[src/rtl/fp_normalize_pkg.sv]
// Shared format selectors, field-length helpers and special-value codes
// for the floating-point datapath stages.
// Pure declarations, no logic.
package fp_normalize_pkg;

  // Format selectors
  localparam int FMT_FP16 = 0;
  localparam int FMT_FP32 = 1;
  localparam int FMT_FP64 = 2;

  // Special codes carried alongside each operand
  localparam logic [1:0] SP_NORMAL = 2'b00;
  localparam logic [1:0] SP_ZERO   = 2'b01;
  localparam logic [1:0] SP_INF    = 2'b10;
  localparam logic [1:0] SP_NAN    = 2'b11;

  function automatic int get_exp_len(input int fmt);
    case (fmt)
      FMT_FP16: return 5;
      FMT_FP64: return 11;
      default:  return 8;
    endcase
  endfunction

  function automatic int get_mantissa_len(input int fmt);
    case (fmt)
      FMT_FP16: return 10;
      FMT_FP64: return 52;
      default:  return 23;
    endcase
  endfunction

  // Guard/round/sticky
  function automatic int get_protect_len(input int fmt);
    return (fmt >= 0) ? 3 : 3;
  endfunction

endpackage

[src/rtl/fp_normalize_if.sv]
// Handshake bundle between mantissa adder, normalizer and rounder.
// master = environment driving operands and out_ready, slave = normalizer.
// Carries both the upstream and downstream valid/ready pairs.
interface fp_normalize_if
  import fp_normalize_pkg::*;
#(
  parameter int DATA_FORMAT = FMT_FP32
) ();

  localparam int E = get_exp_len(DATA_FORMAT);
  localparam int M = get_mantissa_len(DATA_FORMAT);
  localparam int P = get_protect_len(DATA_FORMAT);

  // Upstream side: {carry, hidden, mantissa, protect}
  logic             in_valid;
  logic             in_ready;
  logic [1:0]       in_special;
  logic             in_sign;
  logic [E-1:0]     in_exp;
  logic [M+P+1:0]   in_mant;

  // Downstream side: {hidden, mantissa, protect}, LSB sticky-merged
  logic             out_valid;
  logic             out_ready;
  logic [1:0]       out_special;
  logic             out_sign;
  logic [E-1:0]     out_exp;
  logic [M+P:0]     out_mant;

  modport master (
    output in_valid, in_special, in_sign, in_exp, in_mant, out_ready,
    input  in_ready, out_valid, out_special, out_sign, out_exp, out_mant
  );

  modport slave (
    input  in_valid, in_special, in_sign, in_exp, in_mant, out_ready,
    output in_ready, out_valid, out_special, out_sign, out_exp, out_mant
  );

endinterface

[src/rtl/fp_normalize_lzc.sv]
// Leading-zero counter over a W-bit vector; all-zero input returns W.
// Latency: combinational.
// Backpressure: none, pure function of the input.
module fp_lzc #(
  parameter int W = 27
) (
  input  logic [W-1:0]           i_dat,
  output logic [$clog2(W+1)-1:0] o_cnt
);

  localparam int CW = $clog2(W + 1);

  // Scan LSB to MSB so the highest set bit makes the final assignment
  always_comb begin
    o_cnt = CW'(W);
    for (int i = 0; i < W; i++) begin
      if (i_dat[i]) o_cnt = CW'(W - 1 - i);
    end
  end

endmodule

[src/rtl/fp_normalize.sv]
// Normalizes the adder mantissa (carry right-shift or leading-zero left-shift) for the rounder.
// Latency: 2 cycles accept-to-out_valid, one result per cycle.
// Backpressure: skid-free pipeline; a stage advances when empty or its successor advances.
module fp_normalize
  import fp_normalize_pkg::*;
#(
  parameter int data_format = FMT_FP32
) (
  input  logic         clk,
  input  logic         rst_n,
  fp_normalize_if.slave bus
);

  localparam int E   = get_exp_len(data_format);
  localparam int M   = get_mantissa_len(data_format);
  localparam int P   = get_protect_len(data_format);
  localparam int WI  = M + P + 2;
  localparam int W1  = M + P + 1;
  localparam int LZW = $clog2(W1 + 1);
  localparam int EX  = E + 1;
  localparam logic [EX-1:0] EXP_MAX = {1'b0, {E{1'b1}}};

  // Stage 1 state
  logic           r1_valid;
  logic [1:0]     r1_special;
  logic           r1_sign;
  logic [E-1:0]   r1_exp;
  logic [WI-1:0]  r1_mant;
  logic           r1_carry;
  logic           r1_zero;
  logic [LZW-1:0] r1_lz;

  // Stage 2 state (drives the outputs directly)
  logic           r2_valid;
  logic [1:0]     r2_special;
  logic           r2_sign;
  logic [E-1:0]   r2_exp;
  logic [W1-1:0]  r2_mant;

  logic           w_s1_adv;
  logic           w_s2_adv;
  logic [LZW-1:0] w_lz;
  logic [EX-1:0]  w_exp_x;
  logic [EX-1:0]  w_lz_x;
  logic [EX-1:0]  w_exp_inc;
  logic [EX-1:0]  w_exp_sub;
  logic [EX-1:0]  w_exp_dec;
  logic [1:0]     w_special_n;
  logic [E-1:0]   w_exp_n;
  logic [W1-1:0]  w_mant_n;

  assign w_s2_adv = ~r2_valid | bus.out_ready;
  assign w_s1_adv = ~r1_valid | w_s2_adv;

  // Count ignores the carry bit; carry takes priority in stage 2 anyway
  fp_lzc #(.W(W1)) u_lzc (
    .i_dat (bus.in_mant[W1-1:0]),
    .o_cnt (w_lz)
  );

  // Stage 1: capture operand and pre-decode carry/zero/leading zeros
  always_ff @(posedge clk or negedge rst_n) begin
    if (!rst_n) begin
      r1_valid   <= 1'b0;
      r1_special <= '0;
      r1_sign    <= 1'b0;
      r1_exp     <= '0;
      r1_mant    <= '0;
      r1_carry   <= 1'b0;
      r1_zero    <= 1'b0;
      r1_lz      <= '0;
    end else if (w_s1_adv) begin
      r1_valid <= bus.in_valid;
      if (bus.in_valid) begin
        r1_special <= bus.in_special;
        r1_sign    <= bus.in_sign;
        r1_exp     <= bus.in_exp;
        r1_mant    <= bus.in_mant;
        r1_carry   <= bus.in_mant[WI-1];
        r1_zero    <= (bus.in_mant == '0);
        r1_lz      <= w_lz;
      end
    end
  end

  // Exponent math is one bit wider so increment/decrement never wraps
  assign w_exp_x   = {1'b0, r1_exp};
  assign w_lz_x    = EX'(r1_lz);
  assign w_exp_inc = w_exp_x + EX'(1);
  assign w_exp_sub = w_exp_x - w_lz_x;
  assign w_exp_dec = w_exp_x - EX'(1);

  // Stage 2 next-state: priority special > carry > zero > subnormal > shift
  always_comb begin
    w_special_n = r1_special;
    w_exp_n     = '0;
    w_mant_n    = '0;
    if (r1_special != SP_NORMAL) begin
      // rounder overrides exp/mant for specials
    end else if (r1_carry) begin
      w_mant_n = r1_mant[WI-1:1] | W1'(r1_mant[0]);
      if (w_exp_inc >= EXP_MAX) begin
        w_special_n = SP_INF;
        w_exp_n     = E'(EXP_MAX);
      end else begin
        w_exp_n = E'(w_exp_inc);
      end
    end else if (r1_zero) begin
      w_special_n = SP_ZERO;
    end else if (r1_exp == '0) begin
      w_mant_n = r1_mant[W1-1:0];
    end else if (w_lz_x < w_exp_x) begin
      w_mant_n = r1_mant[W1-1:0] << w_lz_x;
      w_exp_n  = E'(w_exp_sub);
    end else begin
      // only shift as far as the exponent allows, landing in subnormal range
      w_mant_n = r1_mant[W1-1:0] << w_exp_dec;
    end
  end

  // Stage 2: register the normalized result, hold while downstream stalls
  always_ff @(posedge clk or negedge rst_n) begin
    if (!rst_n) begin
      r2_valid   <= 1'b0;
      r2_special <= '0;
      r2_sign    <= 1'b0;
      r2_exp     <= '0;
      r2_mant    <= '0;
    end else if (w_s2_adv) begin
      r2_valid <= r1_valid;
      if (r1_valid) begin
        r2_special <= w_special_n;
        r2_sign    <= r1_sign;
        r2_exp     <= w_exp_n;
        r2_mant    <= w_mant_n;
      end
    end
  end

  assign bus.in_ready    = w_s1_adv;
  assign bus.out_valid   = r2_valid;
  assign bus.out_special = r2_special;
  assign bus.out_sign    = r2_sign;
  assign bus.out_exp     = r2_exp;
  assign bus.out_mant    = r2_mant;

endmodule
[src/flat_wrapper.sv]
// flat-port wrapper written by rule: the top's interface ports become plain ports
module fp_normalize_flat import fp_normalize_pkg::*;
#(
  parameter int data_format = FMT_FP32
)
  (clk, rst_n, bus_in_valid, bus_in_special, bus_in_sign, bus_in_exp, bus_in_mant, bus_out_ready, bus_in_ready, bus_out_valid, bus_out_special, bus_out_sign, bus_out_exp, bus_out_mant);
  fp_normalize_if bus_i ();
  input  logic clk;
  input  logic rst_n;
  input wire logic [$bits(bus_i.in_valid)-1:0] bus_in_valid;
  input wire logic [$bits(bus_i.in_special)-1:0] bus_in_special;
  input wire logic [$bits(bus_i.in_sign)-1:0] bus_in_sign;
  input wire logic [$bits(bus_i.in_exp)-1:0] bus_in_exp;
  input wire logic [$bits(bus_i.in_mant)-1:0] bus_in_mant;
  input wire logic [$bits(bus_i.out_ready)-1:0] bus_out_ready;
  output wire logic [$bits(bus_i.in_ready)-1:0] bus_in_ready;
  output wire logic [$bits(bus_i.out_valid)-1:0] bus_out_valid;
  output wire logic [$bits(bus_i.out_special)-1:0] bus_out_special;
  output wire logic [$bits(bus_i.out_sign)-1:0] bus_out_sign;
  output wire logic [$bits(bus_i.out_exp)-1:0] bus_out_exp;
  output wire logic [$bits(bus_i.out_mant)-1:0] bus_out_mant;
  assign bus_i.in_valid = bus_in_valid;
  assign bus_i.in_special = bus_in_special;
  assign bus_i.in_sign = bus_in_sign;
  assign bus_i.in_exp = bus_in_exp;
  assign bus_i.in_mant = bus_in_mant;
  assign bus_i.out_ready = bus_out_ready;
  assign bus_in_ready = bus_i.in_ready;
  assign bus_out_valid = bus_i.out_valid;
  assign bus_out_special = bus_i.out_special;
  assign bus_out_sign = bus_i.out_sign;
  assign bus_out_exp = bus_i.out_exp;
  assign bus_out_mant = bus_i.out_mant;
  fp_normalize #(.data_format(data_format)) u_core (.clk(clk), .rst_n(rst_n), .bus(bus_i));
endmodule
[config.mk]
export PLATFORM = sky130hd
export DESIGN_NAME = fp_normalize_flat
export DESIGN_NICKNAME = d
export VERILOG_FILES = /design/src/rtl/fp_normalize_pkg.sv /design/src/rtl/fp_normalize_if.sv /design/src/rtl/fp_normalize_lzc.sv /design/src/rtl/fp_normalize.sv /design/src/flat_wrapper.sv
export SDC_FILE = /design/constraint.sdc
export NUM_CORES = 1
export LEC_CHECK = 0
export BUFFER_PORTS_ARGS = -buffer_cell sky130_fd_sc_hd__buf_2
export CORE_MARGIN = 2
export CORE_UTILIZATION = 45
export DETAILED_ROUTE_END_ITERATION = 8
export HOLD_SLACK_MARGIN = 0.15
export SYNTH_ARGS = -nofsm -noshare
export SYNTH_HDL_FRONTEND = slang
export SYNTH_SLANG_ARGS = --single-unit
[constraint.sdc]
create_clock -name clk -period 9.5 [get_ports clk]
set_clock_uncertainty 0.15 [all_clocks]
set_input_delay 0.475 -clock clk [delete_from_list [all_inputs] [get_ports clk]]
set_output_delay 0.475 -clock clk [all_outputs]
set_load 0.005 [all_outputs]
# Word-level counts from Yosys, hierarchy flattened
# Cells that the tools add are included.
dict set report word_totals {
  register_bits 86
  word_cells 72
  output_inout_bits 40
}
dict set report classes {
  n_lt_le_gt_ge 2
  n_mux 42
  n_reduce_logical 5
  bitwise 5
  add_sub_neg 3
  shifts 2
}
# operator count
set op_table {}
lappend op_table {{2-to-1 mux 27 bit} 5}
lappend op_table {{2-to-1 mux 5 bit} 26}
lappend op_table {{2-to-1 mux 8 bit} 6}
lappend op_table {{zero test 28 bit} 1}
lappend op_table {{OR 27 x 1 -> 27 bit} 1}
lappend op_table {{left shift 27 x 5 -> 27 bit} 1}
lappend op_table {{left shift 27 x 9 -> 27 bit} 1}
lappend op_table {{adder 8 x 1 -> 9 bit, second input constant} 1}
lappend op_table {{greater-or-equal comparator 9 x 8 -> 1 bit, second input constant} 1}
lappend op_table {{subtractor 8 x 1 -> 9 bit, second input constant} 1}
lappend op_table {{zero test 8 bit} 1}
lappend op_table {{< comparator 5 x 8 -> 1 bit} 1}
lappend op_table {{2-to-1 mux 2 bit} 4}
lappend op_table {{subtractor 8 x 5 -> 8 bit} 1}
lappend op_table {{AND reduction 2 bit} 2}
lappend op_table {{inverter 1 bit} 2}
lappend op_table {{OR 1 bit} 2}
lappend op_table {{nonzero test 2 bit} 1}
lappend op_table {{2-to-1 mux 1 bit} 1}

# Longest topological paths before layout
dict set report depth {
  ltp_word 27
  mapped_depth 17
  ltp_nobuf 13
}

# Cells and area by module
# Synthesis repeated with hierarchy kept, for this count alone.
dict set report hier_totals {
  cells_unflattened 698
  area_unflattened_um2 6244.7
}
# module area_each_um2 seq_area_each_um2 n_inst cells_per_inst
set modules_own_cells {}
lappend modules_own_cells {fp_normalize 5967.0 2127.0 1 647}
lappend modules_own_cells {fp_lzc 277.8 0.0 1 51}

# Worst setup path after synthesis
# Ideal clock, no wire load.
dict set report synth_path {
  path_kind {register to register}
  from {register u_core.r1_exp[0]}
  to {register u_core.r2_mant[20] (netlist: u_core.bus.out_mant[20])}
  period_less_slack_ns 3.505
  path_buffers 2
  arrival_time_ns 3.220
  setup_slack_ns 5.995
  setup_time_ns 0.135
  required_ns 9.215
  stages_incl_launch_ff 16
  cell_sequence {dfrtp_1 -> clkbuf_1 -> inv_1 -> ha_1 -> inv_1 -> fa_1 -> a211oi_1 -> o21ai_1 -> nand3_1 -> and2_4 -> buf_12 -> mux2_2 -> mux2_2 -> a22o_1 -> a22oi_1 -> o211ai_1}
}
dict set report synth_via {
  elab_chain_cells 7
  elab_cells_between_ends 9
  cone_classes {1 x add/sub; 1 x order compare; 1 x shift; 5 x mux; 1 x reduce/logical}
}
# element line
set synth_rtl {}
lappend synth_rtl {{from (decl)} fp_normalize.sv:27} ;# logic [E-1:0] r1_exp;
lappend synth_rtl {{from (signal assigned)} fp_normalize.sv:77} ;# r1_exp <= bus.in_exp;
lappend synth_rtl {{subtractor 8 x 1 -> 9 bit} fp_normalize.sv:91} ;# assign w_exp_dec = w_exp_x - EX'(1);
lappend synth_rtl {{left shift 27 x 9 -> 27 bit} fp_normalize.sv:117} ;# w_mant_n = r1_mant[W1-1:0] << w_exp_dec;
lappend synth_rtl {{2-to-1 mux 27 bit} fp_normalize.sv:112} ;# end else if (w_lz_x < w_exp_x) begin
lappend synth_rtl {{2-to-1 mux 27 bit *} fp_normalize.sv:110} ;# end else if (r1_exp == '0) begin
lappend synth_rtl {{2-to-1 mux 27 bit *} fp_normalize.sv:108} ;# end else if (r1_zero) begin
lappend synth_rtl {{2-to-1 mux 27 bit *} fp_normalize.sv:100} ;# end else if (r1_carry) begin
lappend synth_rtl {{2-to-1 mux 27 bit *} fp_normalize.sv:98} ;# if (r1_special != SP_NORMAL) begin
lappend synth_rtl {{to (signal assigned)} fp_normalize.sv:135} ;# r2_mant <= w_mant_n;
lappend synth_rtl {{to (decl)} fp_normalize.sv:38} ;# logic [W1-1:0] r2_mant;
# Mark *: on every way between the ends. The rest lies on a longest branch, timed or not.
# A chain may end at the register's enable or synchronous reset.

# Worst setup path in the final report
dict set report layout_path {
  from {register u_core.r1_exp[0]}
  to {register u_core.r2_mant[19] (netlist: u_core.bus.out_mant[19])}
}
# Same word-level chain as after synthesis.

==> metrics.md <==
| Metric | Value |
|---|---|
| Run status | complete, no violations |
| Psw | between 0.0005 and 0.0006 W |
| First drt pass iteration count | 7 |
| Tmin final | 4.49 ns |
| Max Clock Freq | 223 MHz |
| PD cells | approximately 200 nW/um2 |
| YS warnings | 0 |
| Sw frac | between 30% and 40% |
| Syn Inst Count | between 600 and 700 |
| Final setup TNS | 0 ns |
| Comb pwr share | between 30% and 40% |
| Largest net degree at the start of global routing | between 50 and 60 |
| Worst Path Arrival | between 4 and 5 ns |
| CP Buf/Inv Count | 2 |
| Clock latency on the worst-skew pair | between 0.3 and 0.4 ns |
| Worst-path cell chain | inv_1 -> ha_1 -> inv_1 -> fa_1 -> a211oi_1 -> o21ai_1 -> nand2_1 -> a21o_1 -> mux4_2 -> nand2_1 -> o2bb2ai_1 -> a22oi_1 -> nand3_1 |
| Crit Path Max Fanout | 19 |
| Root buf cell | clkbuf_16 |
| Clk slew on worst S/H paths | approximately 0.070 ns |
| Routed vias/inst | between 6 and 7 |
| Vias in the first global route | 5,557 |
| Gpl congestion | roughly 1.0 |
| FF-to-FF Start | u_core.r1_exp[0]$_DFFE_PN0P_ |
| Flops & latches, synth | 85 |
| Die area | roughly 15,000 um2 |
| Routed length per instance | about 23 um |
| Layout cells sized above 1 | about a quarter |
| Crit start category | flop |
| Hold Crit Class | in2reg |
| Routed Wire Length | ~20,000 um |
| Routed vias | 5,743 |
| Total CTS buffers | 9 |
| Num Clock Sinks | 85 |
| Hold_buf cts | 1 |
| Pleak | between 3 and 4 nW |
| Hold_ws | approximately 0.18 ns |
| First-pass GRT wire length | between 30,000 and 40,000 um |
| Syn_area_per_cell | approximately 9.3 um2 |
| Ys async rst share | 100% |
| Syn-to-layout area delta | 12.7% |
| Req. time, crit path | 9.58 ns |
| Yosys cell types | 80 |
| CP max-delay cell | a21o_1 |
| Max-slew headroom | around 25% |
| Nets | just under 800 |
| HP Start | bus_in_mant[26] |
| Final hold viol count | 0 |
| Diode count | 0 |
| Worst vdd ir | ~0.11 mV |
| Post-CTS setup buffers | 0 |
| Die H | between 100 and 150 um |
| Top Ports | 83 |
| Clk buf depth | 2 |
| Critical path class | reg2reg |
| Main flop type after synthesis | dfrtp_1 |
| Post-synthesis net count | ~720 |
| Slew @ Worst Pin | roughly 1.1 ns |
| WHS Endpoint | u_core.r1_lz[1]$_DFFE_PN0P_ |
| Clk pwr share | between 20% and 30% |
| Tcrit/Tclk final | a little under half |
| Resize count post-CTS | 0 |
| CP delay by family, top | compound AO/OA/AOI/OAI gates |
| CTS tree | yes |
| Die X | 121 um |
| Int Pwr | 0.000847 W |
| Worst path max stage delay | about 0.8 ns |
| Total gr overflow | 0 |
| DR DRC count | 0 |
| Min-Delay Path Depth | 2 |
| Slew Viols, Final | 0 |
| Flop pwr share | a little over a third |
| Total GRT Usage | between 20% and 30% |
| EDFF count, synth | 0 |
| I/O Buffers | 82 |
| Mapped Area | between 6000 and 7000 um2 |
| Max-cap violations | 0 |
| Starting Density | a little under half |
| Rows | 42 |
| Reg-to-reg endpoint | u_core.bus.out_mant[19]$_DFFE_PN0P_ |
| ANT nets after route | 0 |
| R2R setup slack | around 5.0 ns |
| R2R cell count | 13 |
| Dpl hpwl | around 15,000 um |
| Crit end category | flop |
| Final Setup Violations | 0 |
| Area of the core | about 13,000 um2 |
| Initial antenna violation count | 0 |
| Sequential area share after synthesis | between 30% and 40% |
| RSZ-0062 raised after global routing | false |
| Clock H-tree levels | 3 |
| Setup crit start | u_core.r1_exp[0]$_DFFE_PN0P_ |
| DR iter-0 viols | between 800 and 900 |
## power groups by stage
stage | sequential (W) | combinational (W) | clock (W)
after floorplan | 0.000469 | 0.000367 | 0
after global placement | 0.000505 | 0.000503 | 0
after detailed placement | 0.000505 | 0.000504 | 0
after CTS | 0.000499 | 0.000506 | 0.000383
after global routing | 0.000510 | 0.000557 | 0.000398
final | 0.000502 | 0.000514 | 0.000376
## per-stage QoR
step | total power, W | worst slack, ns | utilization (%) | std cells | instance area, um2
after global routing | 0.00146 | 4.79 | 52.1 | 902 | 6930
after floorplan | 0.000835 | 5.99 | - | 663 | 6150
after detailed placement | 0.00101 | 5.13 | 49.7 | 885 | 6610
after CTS | 0.00139 | 5.09 | 52.1 | 902 | 6930
final | 0.00139 | 5.01 | 52.1 | 902 | 6930
after global placement | 0.00101 | 5.26 | 49.7 | 885 | 6610
## per-layer routing
metal | global-route usage [%] | vias up | routed length [um]
met2 | 41.4 | 295 | 8590
met5 | 0 | - | 0
met3 | 7.28 | 29 | 1990
met4 | 8.14 | 0 | 397
met1 | 43.0 | 2793 | 9480
li1 | - | 2626 | -
## Yosys cell counts, drive strengths merged, types with 12 or more instances
master | count | area, um2
a21o | 12 | 90.1
a21oi | 36 | 199
a22oi | 17 | 128
buf | 20 | 151
clkbuf | 23 | 86.3
dfrtp | 85 | 2130
inv | 17 | 63.8
mux2 | 51 | 578
mux2i | 45 | 454
nand2 | 70 | 263
nand3 | 22 | 110
nor2 | 34 | 135
nor3 | 20 | 105
o21ai | 45 | 233
## cell families after synthesis
group | share of synthesized area [%]
DFF | 34.6
adders and majority gates | 1.95
muxes | 17.1
xor gates and xnor gates | 2.28
buffers and inverters | 4.90
AOI/OAI and AO/OA | 23.8
and+or+nand+nor | 15.4
## worst max path at each step
stage	endpoint	slack [ns]	cells after the start
after detailed placement	u_core.bus.out_mant[17]$_DFFE_PN0P_	5.13	13
after global routing	u_core.bus.out_mant[17]$_DFFE_PN0P_	4.79	13
after floorplan	u_core.bus.out_mant[20]$_DFFE_PN0P_	5.99	15
final	u_core.bus.out_mant[19]$_DFFE_PN0P_	5.01	13
after global placement	u_core.bus.out_mant[17]$_DFFE_PN0P_	5.26	13
after CTS	u_core.bus.out_mant[19]$_DFFE_PN0P_	5.09	13
## sequential cells by signal, summed over array words and instances, names as in the netlist, 2 cells and up
signal                  flops
u_core.r1_lz                5
u_core.bus.out_special      2
u_core.bus.out_mant        27
u_core.r1_mant             27
u_core.bus.out_exp          8
u_core.r1_exp               8
u_core.r1_special           2
## final cells by class
cell class	instances	area [um2]
Fill cell	1265	6360
Timing Repair Buffer	90	475
Multi-Input combinational cell	518	3730
Clock inverter	7	88.8
Clock buffer	9	225
Sequential cell	85	2130
Inverter	17	63.8
Tap cell	176	220
## layout by cell type, fill, tap and decap left out, drive strengths merged, types with 17 or more instances in the layout
cell / n
a21oi: 36
a22oi: 17
buf: 89
dfrtp: 85
inv: 21
mux2: 51
mux2i: 45
nand2: 70
nand3: 22
nor2: 34
nor3: 20
o21ai: 45
## worst register-to-register path, delay by kind of cell, from the launching register on
kind / cells / cell delay, ns
mux: 1 / 0.61
compound gates: 5 / 1.72
flops: 1 / 0.48
fa+ha+maj: 2 / 0.59
buf+inv: 2 / 0.26
simple gates: 3 / 0.54
Note: power is estimated with default switching activity, not from simulation.
